==> src/rtl/field_reducer.sv <==
// Line-clear engine: drops full rows bottom-up, compacts the rest downward,
// zero-fills the top and publishes a per-column top-occupied-row vector.
module field_reducer #(
   parameter int WIDTH      = 8,
   parameter int MEM_WIDTH  = 10,
   parameter int MEM_HEIGHT = 20
) (
   input  logic                       clk,
   input  logic                       reset,
   input  logic                       start,
   output logic [WIDTH-1:0]           rd_addr,
   input  logic [MEM_WIDTH-1:0]       rd_data,
   output logic                       wr_en,
   output logic [WIDTH-1:0]           wr_addr,
   output logic [MEM_WIDTH-1:0]       wr_data,
   output logic                       busy,
   output logic                       done,
   output logic [WIDTH-1:0]           lines_cleared,
   output logic [MEM_WIDTH*WIDTH-1:0] border
);

   typedef enum logic [2:0] {
      S_IDLE,
      S_RD,
      S_EV,
      S_FILL,
      S_DONE
   } state_t;

   localparam logic [WIDTH-1:0] LAST   = WIDTH'(MEM_HEIGHT - 1);
   localparam logic [WIDTH-1:0] HEIGHT = WIDTH'(MEM_HEIGHT);

   // Element 0 sits at the MSBs so the array flattens straight onto border.
   typedef logic [0:MEM_WIDTH-1][WIDTH-1:0] colvec_t;

   localparam colvec_t EMPTY = {MEM_WIDTH{HEIGHT}};

   state_t           state_q, state_d;
   logic [WIDTH-1:0] r_q, r_d;
   logic [WIDTH:0]   w_q, w_d;
   logic [WIDTH-1:0] cnt_q, cnt_d;
   logic [WIDTH-1:0] lc_q, lc_d;
   colvec_t          shadow_q, shadow_d;
   colvec_t          border_q, border_d;

   always_ff @(posedge clk or posedge reset) begin
      if (reset) begin
         state_q  <= S_IDLE;
         r_q      <= '0;
         w_q      <= '0;
         cnt_q    <= '0;
         lc_q     <= '0;
         shadow_q <= EMPTY;
         border_q <= EMPTY;
      end else begin
         state_q  <= state_d;
         r_q      <= r_d;
         w_q      <= w_d;
         cnt_q    <= cnt_d;
         lc_q     <= lc_d;
         shadow_q <= shadow_d;
         border_q <= border_d;
      end
   end

   always_comb begin
      state_d  = state_q;
      r_d      = r_q;
      w_d      = w_q;
      cnt_d    = cnt_q;
      lc_d     = lc_q;
      shadow_d = shadow_q;
      border_d = border_q;
      wr_en    = 1'b0;
      wr_addr  = '0;
      wr_data  = '0;
      unique case (state_q)
         S_IDLE: begin
            if (start) begin
               r_d      = LAST;
               w_d      = {1'b0, LAST};
               cnt_d    = '0;
               lc_d     = '0;
               shadow_d = EMPTY;
               state_d  = S_RD;
            end
         end
         S_RD: begin
            state_d = S_EV;
         end
         S_EV: begin
            if (&rd_data) begin
               cnt_d = cnt_q + 1'b1;
            end else begin
               wr_en   = 1'b1;
               wr_addr = w_q[WIDTH-1:0];
               wr_data = rd_data;
               for (int c = 0; c < MEM_WIDTH; c++) begin
                  if (rd_data[MEM_WIDTH-1-c]) begin
                     shadow_d[c] = w_q[WIDTH-1:0];
                  end
               end
               w_d = w_q - 1'b1;
            end
            if (r_q == '0) begin
               state_d = (cnt_d == '0) ? S_DONE : S_FILL;
            end else begin
               r_d     = r_q - 1'b1;
               state_d = S_RD;
            end
         end
         S_FILL: begin
            wr_en   = 1'b1;
            wr_addr = w_q[WIDTH-1:0];
            if (w_q == '0) begin
               state_d = S_DONE;
            end else begin
               w_d = w_q - 1'b1;
            end
         end
         S_DONE: begin
            state_d = S_IDLE;
         end
         default: begin
            state_d = S_IDLE;
         end
      endcase
      // Publish only on entry to DONE so the vector is stable all run.
      if (state_d == S_DONE && state_q != S_DONE) begin
         border_d = shadow_d;
         lc_d     = cnt_d;
      end
   end

   assign rd_addr       = r_q;
   assign busy          = (state_q != S_IDLE);
   assign done          = (state_q == S_DONE);
   assign lines_cleared = lc_q;
   assign border        = border_q;

endmodule

==> config.mk <==
export PLATFORM = sky130hd
export DESIGN_NAME = field_reducer
export DESIGN_NICKNAME = d
export VERILOG_FILES = /design/src/rtl/field_reducer.sv
export SDC_FILE = /design/constraint.sdc
export NUM_CORES = 1
export LEC_CHECK = 0
export CAP_MARGIN = 20
export CORE_MARGIN = 10
export CORE_UTILIZATION = 30
export CTS_BUF_LIST = sky130_fd_sc_hd__clkbuf_8
export DETAILED_ROUTE_END_ITERATION = 8
export SETUP_SLACK_MARGIN = 0.5
export SYNTH_ARGS = -nofsm -noshare
export SYNTH_HDL_FRONTEND = slang
export SYNTH_SLANG_ARGS = --single-unit
==> constraint.sdc <==
create_clock -name clk -period 10.25 [get_ports clk]
set_input_delay 2.05 -clock clk [delete_from_list [all_inputs] [get_ports clk]]
set_output_delay 2.05 -clock clk [all_outputs]
set_load 0.1 [all_outputs]
==> results of run 1 <==
-- metrics by stage --
stage	cells	hold WS [ns]
5_1_grt	1211	0.514
6_report	1211	0.496
2_1_floorplan	746	0.493
4_1_cts	1211	0.502
3_3_place_gp	1179	0.467
3_5_place_dp	1179	0.475
-- path summary, 6_finish.rpt --
kind | depth (start not counted) | to | slack (ns) | startpoint
worst max-delay path | 5 | wr_data[4] | 3.14 | rd_data[2]
worst min-delay path | 1 | border[40]$_DFFE_PP0N_ | 0.50 | border[40]$_DFFE_PP0N_
worst max register to register | 8 | border[9]$_DFFE_PP0N_ | 6.82 | cnt_q[0]$_DFF_PP0_
worst min register to register | 1 | border[40]$_DFFE_PP0N_ | 0.50 | border[40]$_DFFE_PP0N_
max in group asynchronous | 3 | shadow_q[11]$_DFF_PP0_ | 6.54 | reset
min in group asynchronous | 2 | border[46]$_DFFE_PP0N_ | 2.17 | reset
-- flip-flops by register name (all words and copies together) (netlist names) --
name           flops
border            80
cnt_q              8
lines_cleared      8
rd_addr            8
shadow_q          80
state_q            3
w_q                9
-- area by class of cell --
cell class / count / area, um2 / share of cell area [%]
clock inverter: 15 / 169 / 1.65
tap: 341 / 427 / 4.16
sequential: 196 / 4950 / 48.3
timing repair buffer: 144 / 1400 / 13.7
inverter: 6 / 30.0 / 0.293
multi-input combinational: 492 / 3030 / 29.6
clock buffer: 17 / 234 / 2.28
-- critical path: stages --
cell and delay, ns:
clkdlybuf4s50_1 0.45, nand4_2 0.24, or3_1 0.41, and3_1 0.62, clkdlybuf4s50_1 1.26
-- routing by layer --
layer,share of wire (%),vias to the layer above
li1,-,2752
met1,46,2805
met2,47,124
met3,5.9,13
met4,0.84,0
met5,0,-
-- Yosys cell counts (all sizes together) (2+ instances only) --
library cell	instances
buf	13
inv	6
and2	10
o31ai	3
a21oi	6
a22o	8
dfstp	40
mux2i	3
nand3	13
nand4b	2
nand4	4
nand3b	2
ha	4
dfrtp	156
o21a	2
nand2	159
nor4	7
nor2b	2
xnor2	3
nor2	49
nor4b	2
a31oi	3
mux2	80
nor3	2
xor2	11
or3	5
nand2b	2
and3	10
clkbuf	39
o21ai	90
-- power by group through the flow --
| stage | combinational [mW] | sequential (mW) | clock [mW] |
|---|---|---|---|
| detailed placement | 1.80 | 1.23 | 0 |
| CTS | 1.81 | 1.22 | 0.545 |
| finish | 1.79 | 1.21 | 0.526 |
| floorplan | 0.668 | 1.88 | 0 |
| global placement | 1.79 | 1.23 | 0 |
| global route | 1.90 | 1.24 | 0.576 |
-- cell families after synthesis --
family	Yosys count	synth area share (%)
compound gates	119	8.37
xor+xnor	14	1.49
fa+ha+maj	4	0.607
buf+inv	58	3.43
flops	196	60.1
mux	83	11.3
simple gates	272	14.8
==> key figures, run 1 <==
Status
  • Status: complete, no violations

Worst setup path
  • Startpoint Class: primary input
  • Critical path required time: 8.20 ns
  • Worst setup EP type: output pin
  • CP arrival: 5.06 ns
  • Crit Path Max Fanout: 17
  • Crit path kind: in -> out

Timing
  • Max-slew violations: 0
  • Max Clock Skew: 0.0223 ns
  • Max frequency: 141 MHz
  • Fin. Hold Viols: 0
  • Period utilisation layout: 69.3%
  • Worst Tran Pin Value: 1.06 ns
  • Min Tclk post-route: 7.11 ns
  • Setup TNS Final: 0 ns
  • Rel. slew slack: 29.0%
  • Final setup viols: 0
  • Final WS setup: 3.14 ns
  • RSZ-0062 raised after global routing: false

Worst hold path
  • Worst min-delay path class: reg -> reg

Power
  • Pleak: 4.52 nW
  • Internal power: 1.71 mW
  • P_sw: 1.83 mW
  • Pwr Total: 3.53 mW
  • Sequential Power Share: 34.3%
  • Sw Ratio: 51.7%
  • Share of total power in combinational logic: 50.8%
  • Clk network pwr share: 14.9%
  • Peak supply drop: 0.229 mV
  • Power per cell area: 345 nW/um2

Floorplanning
  • Initial Util: 30.5%
  • Die H: 186 um
  • Die Area: 34500 um2
  • Core ar.: 27000 um2
  • I/O pin count: 130
  • Rows: 60
  • Die W: 186 um

Detailed routing
  • Final ANT Viol Nets: 0
  • DRT Wirelength: 22800 um
  • DRT iter0 DRCs: 309
  • Pre-antenna DRT Iters: 4
  • Remaining DRCs: 0
  • Vias per inst: 4.70
  • Vias: 5694
  • WL per Instance: 18.9 um

Clocking
  • Clock Sinks: 196
  • Clock Tree Buf Depth: 2
  • Clock slew at reported path FFs: 0.10 ns
  • CTS Buf Count: 17
  • Max H-tree Level: 4
  • Clock Root Buffer: clkbuf_8
  • Post-CTS Hold Buffers: 0
  • CTS tree: done
  • Clk_lat worst skew: 0.46 ns
  • Post-cts resize count: 0
  • Post-CTS Setup Bufs: 0

Finish
  • Diodes inserted: 0
  • Share of cells above drive strength 1: 13.7%
  • Cell area after layout: 10200 um2
  • Most frequent cells in the layout: nand2_1, dfrtp_1, clkdlybuf4s50_1
  • Fill cell count: 2640
  • Post-layout util: 37.9%
  • Area Growth Syn to Fin: 24.2%
  • Nets: 874
  • Most common cell after layout, fill and taps aside: nand2_1

Yosys
  • Yosys reg bits: 196
  • Post-Syn Area: 8250 um2
  • Primary FF master, synth: dfrtp_1
  • Register area share after synthesis: 60.1%
  • Post-synth top area cell: dfrtp_1
  • EDFF count, synth: 0
  • Net count after synthesis: 763
  • Synth Area per Inst: 11.1 um2
  • Synth top area share: 47.3%
  • Cells after Synth: 746
  • Distinct cell type count after synthesis: 48
  • Synth top area cells: dfrtp_1, dfstp_2, mux2_1
  • Synth Warn #: 0
  • Fraction of registers with async set/reset: 100%

Job
  • Max-Cap Viols: 0

GRT
  • Gr usage total: 13.4%
  • GR Util met3: 3.65%
  • First-pass GRT wire length: 35300 um
  • GR Util met1: 17.6%
  • Initial antenna violation count: 0
  • Total gr overflow: 0
  • GR Util met2: 21.4%
  • GRT busiest layer: met2
  • Largest net degree at the start of global routing: 121
  • Vias in the first global route: 5769

Place
  • Post-DP HPWL: 14700 um
  • Dpl cell area: 9850 um2
  • Port buffer count: 129
  • GP Congestion: 0.761
  • Dpl ws: 3.11 ns
(Power assumes the default switching activity.)
==> run 2: changes to the inputs <==
==> constraint.sdc (replaced) <==
create_clock -name clk -period 6.8 [get_ports clk]
set_input_delay 1.36 -clock clk [delete_from_list [all_inputs] [get_ports clk]]
set_output_delay 1.36 -clock clk [all_outputs]
set_load 0.1 [all_outputs]
==> key figures, run 2 (synthesis gave the netlist of run 1 again) <==
GRT
  • Total gr overflow: 0 (unchanged)
  • Largest net degree at the start of global routing: 102 (was 121)
  • Gr usage total: 13.6% (was 13.4%)
  • Initial antenna violation count: 0 (unchanged)
  • Vias in the first global route: 5979 (was 5769)
  • First-pass GRT wire length: 35900 um (was 35300 um)

Clocking
  • Post-cts resize count: 0 (unchanged)
  • CTS Buf Count: 17 (unchanged)
  • Post-CTS Setup Bufs: 0 (unchanged)
  • Clock Root Buffer: clkbuf_8 (unchanged)
  • Post-CTS Hold Buffers: 0 (unchanged)
  • Max H-tree Level: 4 (unchanged)
  • Clock Sinks: 196 (unchanged)
  • Clock slew at reported path FFs: 0.10 ns (about the same)
  • Clk_lat worst skew: 0.47 ns (was 0.46 ns)
  • CTS tree: done (unchanged)
  • Clock Tree Buf Depth: 2 (unchanged)

Floorplanning
  • I/O pin count: 130 (unchanged)
  • Core ar.: 27000 um2 (unchanged)
  • Die H: 186 um (unchanged)
  • Rows: 60 (unchanged)
  • Die W: 186 um (unchanged)
  • Initial Util: 30.5% (unchanged)
  • Die Area: 34500 um2 (unchanged)

Worst setup path
  • Critical path required time: 5.44 ns (was 8.20 ns)
  • FF-to-FF setup slack: 3.63 ns (was 6.82 ns)
  • Setup crit start: rd_data[3] (was rd_data[2])
  • Crit Path Max Fanout: 12 (was 17)
  • Reg2Reg Depth: 8 (unchanged)
  • Startpoint Class: primary input (unchanged)
  • CP arrival: 3.95 ns (was 5.06 ns)
  • RR Startpoint: cnt_q[0]$_DFF_PP0_ (unchanged)
  • Worst setup EP type: output pin (unchanged)
  • Reg-to-Reg End: border[9]$_DFFE_PP0N_ (unchanged)
  • Crit path to: wr_addr[1] (was wr_data[4])
  • Crit path kind: in -> out (unchanged)

Timing
  • Worst Tran Pin Value: 1.08 ns (was 1.06 ns)
  • Min Hold Slack: 0.492 ns (was 0.496 ns)
  • Rel. slew slack: 27.7% (was 29.0%)
  • Min Tclk post-route: 5.31 ns
  • Fin. Hold Viols: 0 (unchanged)
  • Setup TNS Final: 0 ns (unchanged)
  • Max frequency: 188 MHz
  • Max-slew violations: 0 (unchanged)
  • Max Clock Skew: 0.0145 ns (was 0.0223 ns)
  • RSZ-0062 raised after global routing: false (unchanged)
  • Final setup viols: 0 (unchanged)
  • Period utilisation layout: 78.1%

Detailed routing
  • WL per Instance: 18.7 um (was 18.9 um)
  • Final ANT Viol Nets: 0 (unchanged)
  • Vias per inst: 4.68 (was 4.70)
  • DRT iter0 DRCs: 395 (was 309)
  • Remaining DRCs: 0 (unchanged)
  • DRT Wirelength: 22700 um (was 22800 um)
  • Pre-antenna DRT Iters: 4 (unchanged)
  • Vias: 5673 (was 5694)

Power
  • Peak supply drop: 0.409 mV (was 0.229 mV)
  • Power per cell area: 513 nW/um2 (was 345 nW/um2)
  • Pleak: 4.52 nW (about the same)

Place
  • GP Congestion: 0.785 (was 0.761)
  • Post-DP HPWL: 14400 um (was 14700 um)
  • Port buffer count: 129 (unchanged)

Worst hold path
  • Worst min-delay path class: reg -> reg (unchanged)

Finish
  • Most common cell after layout, fill and taps aside: nand2_1 (unchanged)
  • Share of cells above drive strength 1: 14.9% (was 13.7%)
  • Nets: 876 (was 874)
  • Diodes inserted: 0 (unchanged)
  • Most frequent cells in the layout: nand2_1, dfrtp_1, clkdlybuf4s50_1 (unchanged)
  • Fill cell count: 2620 (was 2640)
  • Area Growth Syn to Fin: 24.0% (was 24.2%)

Job
  • Max-Cap Viols: 0 (unchanged)

Status
  • Status: complete, no violations (unchanged)
run 2: changes by cell type in the layout (fill, tap and decap cells not counted):
cell | before | now
clkinv_8 | 0 | 1
inv_6 | 3 | 0
clkinv_4 | 1 | 0
clkbuf_8 | 17 | 18
clkinv_2 | 2 | 1
bufinv_16 | 2 | 0
clkdlybuf4s50_1 | 129 | 120
buf_12 | 0 | 2
buf_4 | 15 | 24
clkinvlp_4 | 2 | 7
run 2: how the worst min path moves through the flow:
| stage | from | endpoint | slack [ns] | depth (start not counted) |
|---|---|---|---|---|
| after floorplan | w_q[0]$_DFFE_PP0P_ | shadow_q[8]$_DFF_PP0_ | 0.49 | 2 |
| after global placement | border[71]$_DFFE_PP0N_ | border[71]$_DFFE_PP0N_ | 0.47 | 1 |
| after detailed placement | border[77]$_DFFE_PP0N_ | border[77]$_DFFE_PP0N_ | 0.47 | 1 |
| after CTS | border[77]$_DFFE_PP0N_ | border[77]$_DFFE_PP0N_ | 0.50 | 1 |
| after global routing | border[77]$_DFFE_PP0N_ | border[77]$_DFFE_PP0N_ | 0.52 | 1 |
| final | border[77]$_DFFE_PP0N_ | border[77]$_DFFE_PP0N_ | 0.49 | 1 |
run 2: final cells by class:
cell class / count / area [um2] / area share [%]
clock buffer: 18 / 248 / 2.42
clock inverter: 14 / 126 / 1.23
sequential: 196 / 4950 / 48.4
tap: 341 / 427 / 4.17
inverter: 6 / 26.3 / 0.257
multi-input combinational: 492 / 3030 / 29.6
timing repair buffer: 146 / 1420 / 13.9
run 2: power breakdown:
part / internal, mW / switching (mW) / total, mW
Sequential: 1.62 / 0.220 / 1.84
Clock: 0.276 / 0.456 / 0.732
Combinational: 0.614 / 2.06 / 2.68
run 2: stage by stage:
step           area, um2  total power [mW]  worst slack [ns]  utilization, %  std cells
2_1_floorplan       8250              3.84              1.89               -        746
3_3_place_gp        9860              4.53              1.54            36.5       1181
3_5_place_dp        9860              4.57              1.49            36.5       1181
4_1_cts            10200              5.32              1.48            37.9       1213
5_1_grt            10200              5.54              1.40            37.9       1213
6_report           10200              5.25              1.49            37.9       1213
run 2: critical path: stages:
cell	delay (ns)
clkdlybuf4s50_1	0.50
nand4_2	0.28
o41a_1	0.61
and2_1	0.22
clkdlybuf4s50_1	0.97
run 2: per-layer routing:
metal	vias to the layer above	track usage, %	part of all wire [%]
li1	2741	-	-
met1	2807	17.3	46
met2	110	22.0	47
met3	15	4.07	6.0
met4	0	3.26	1.0
met5	-	0	0
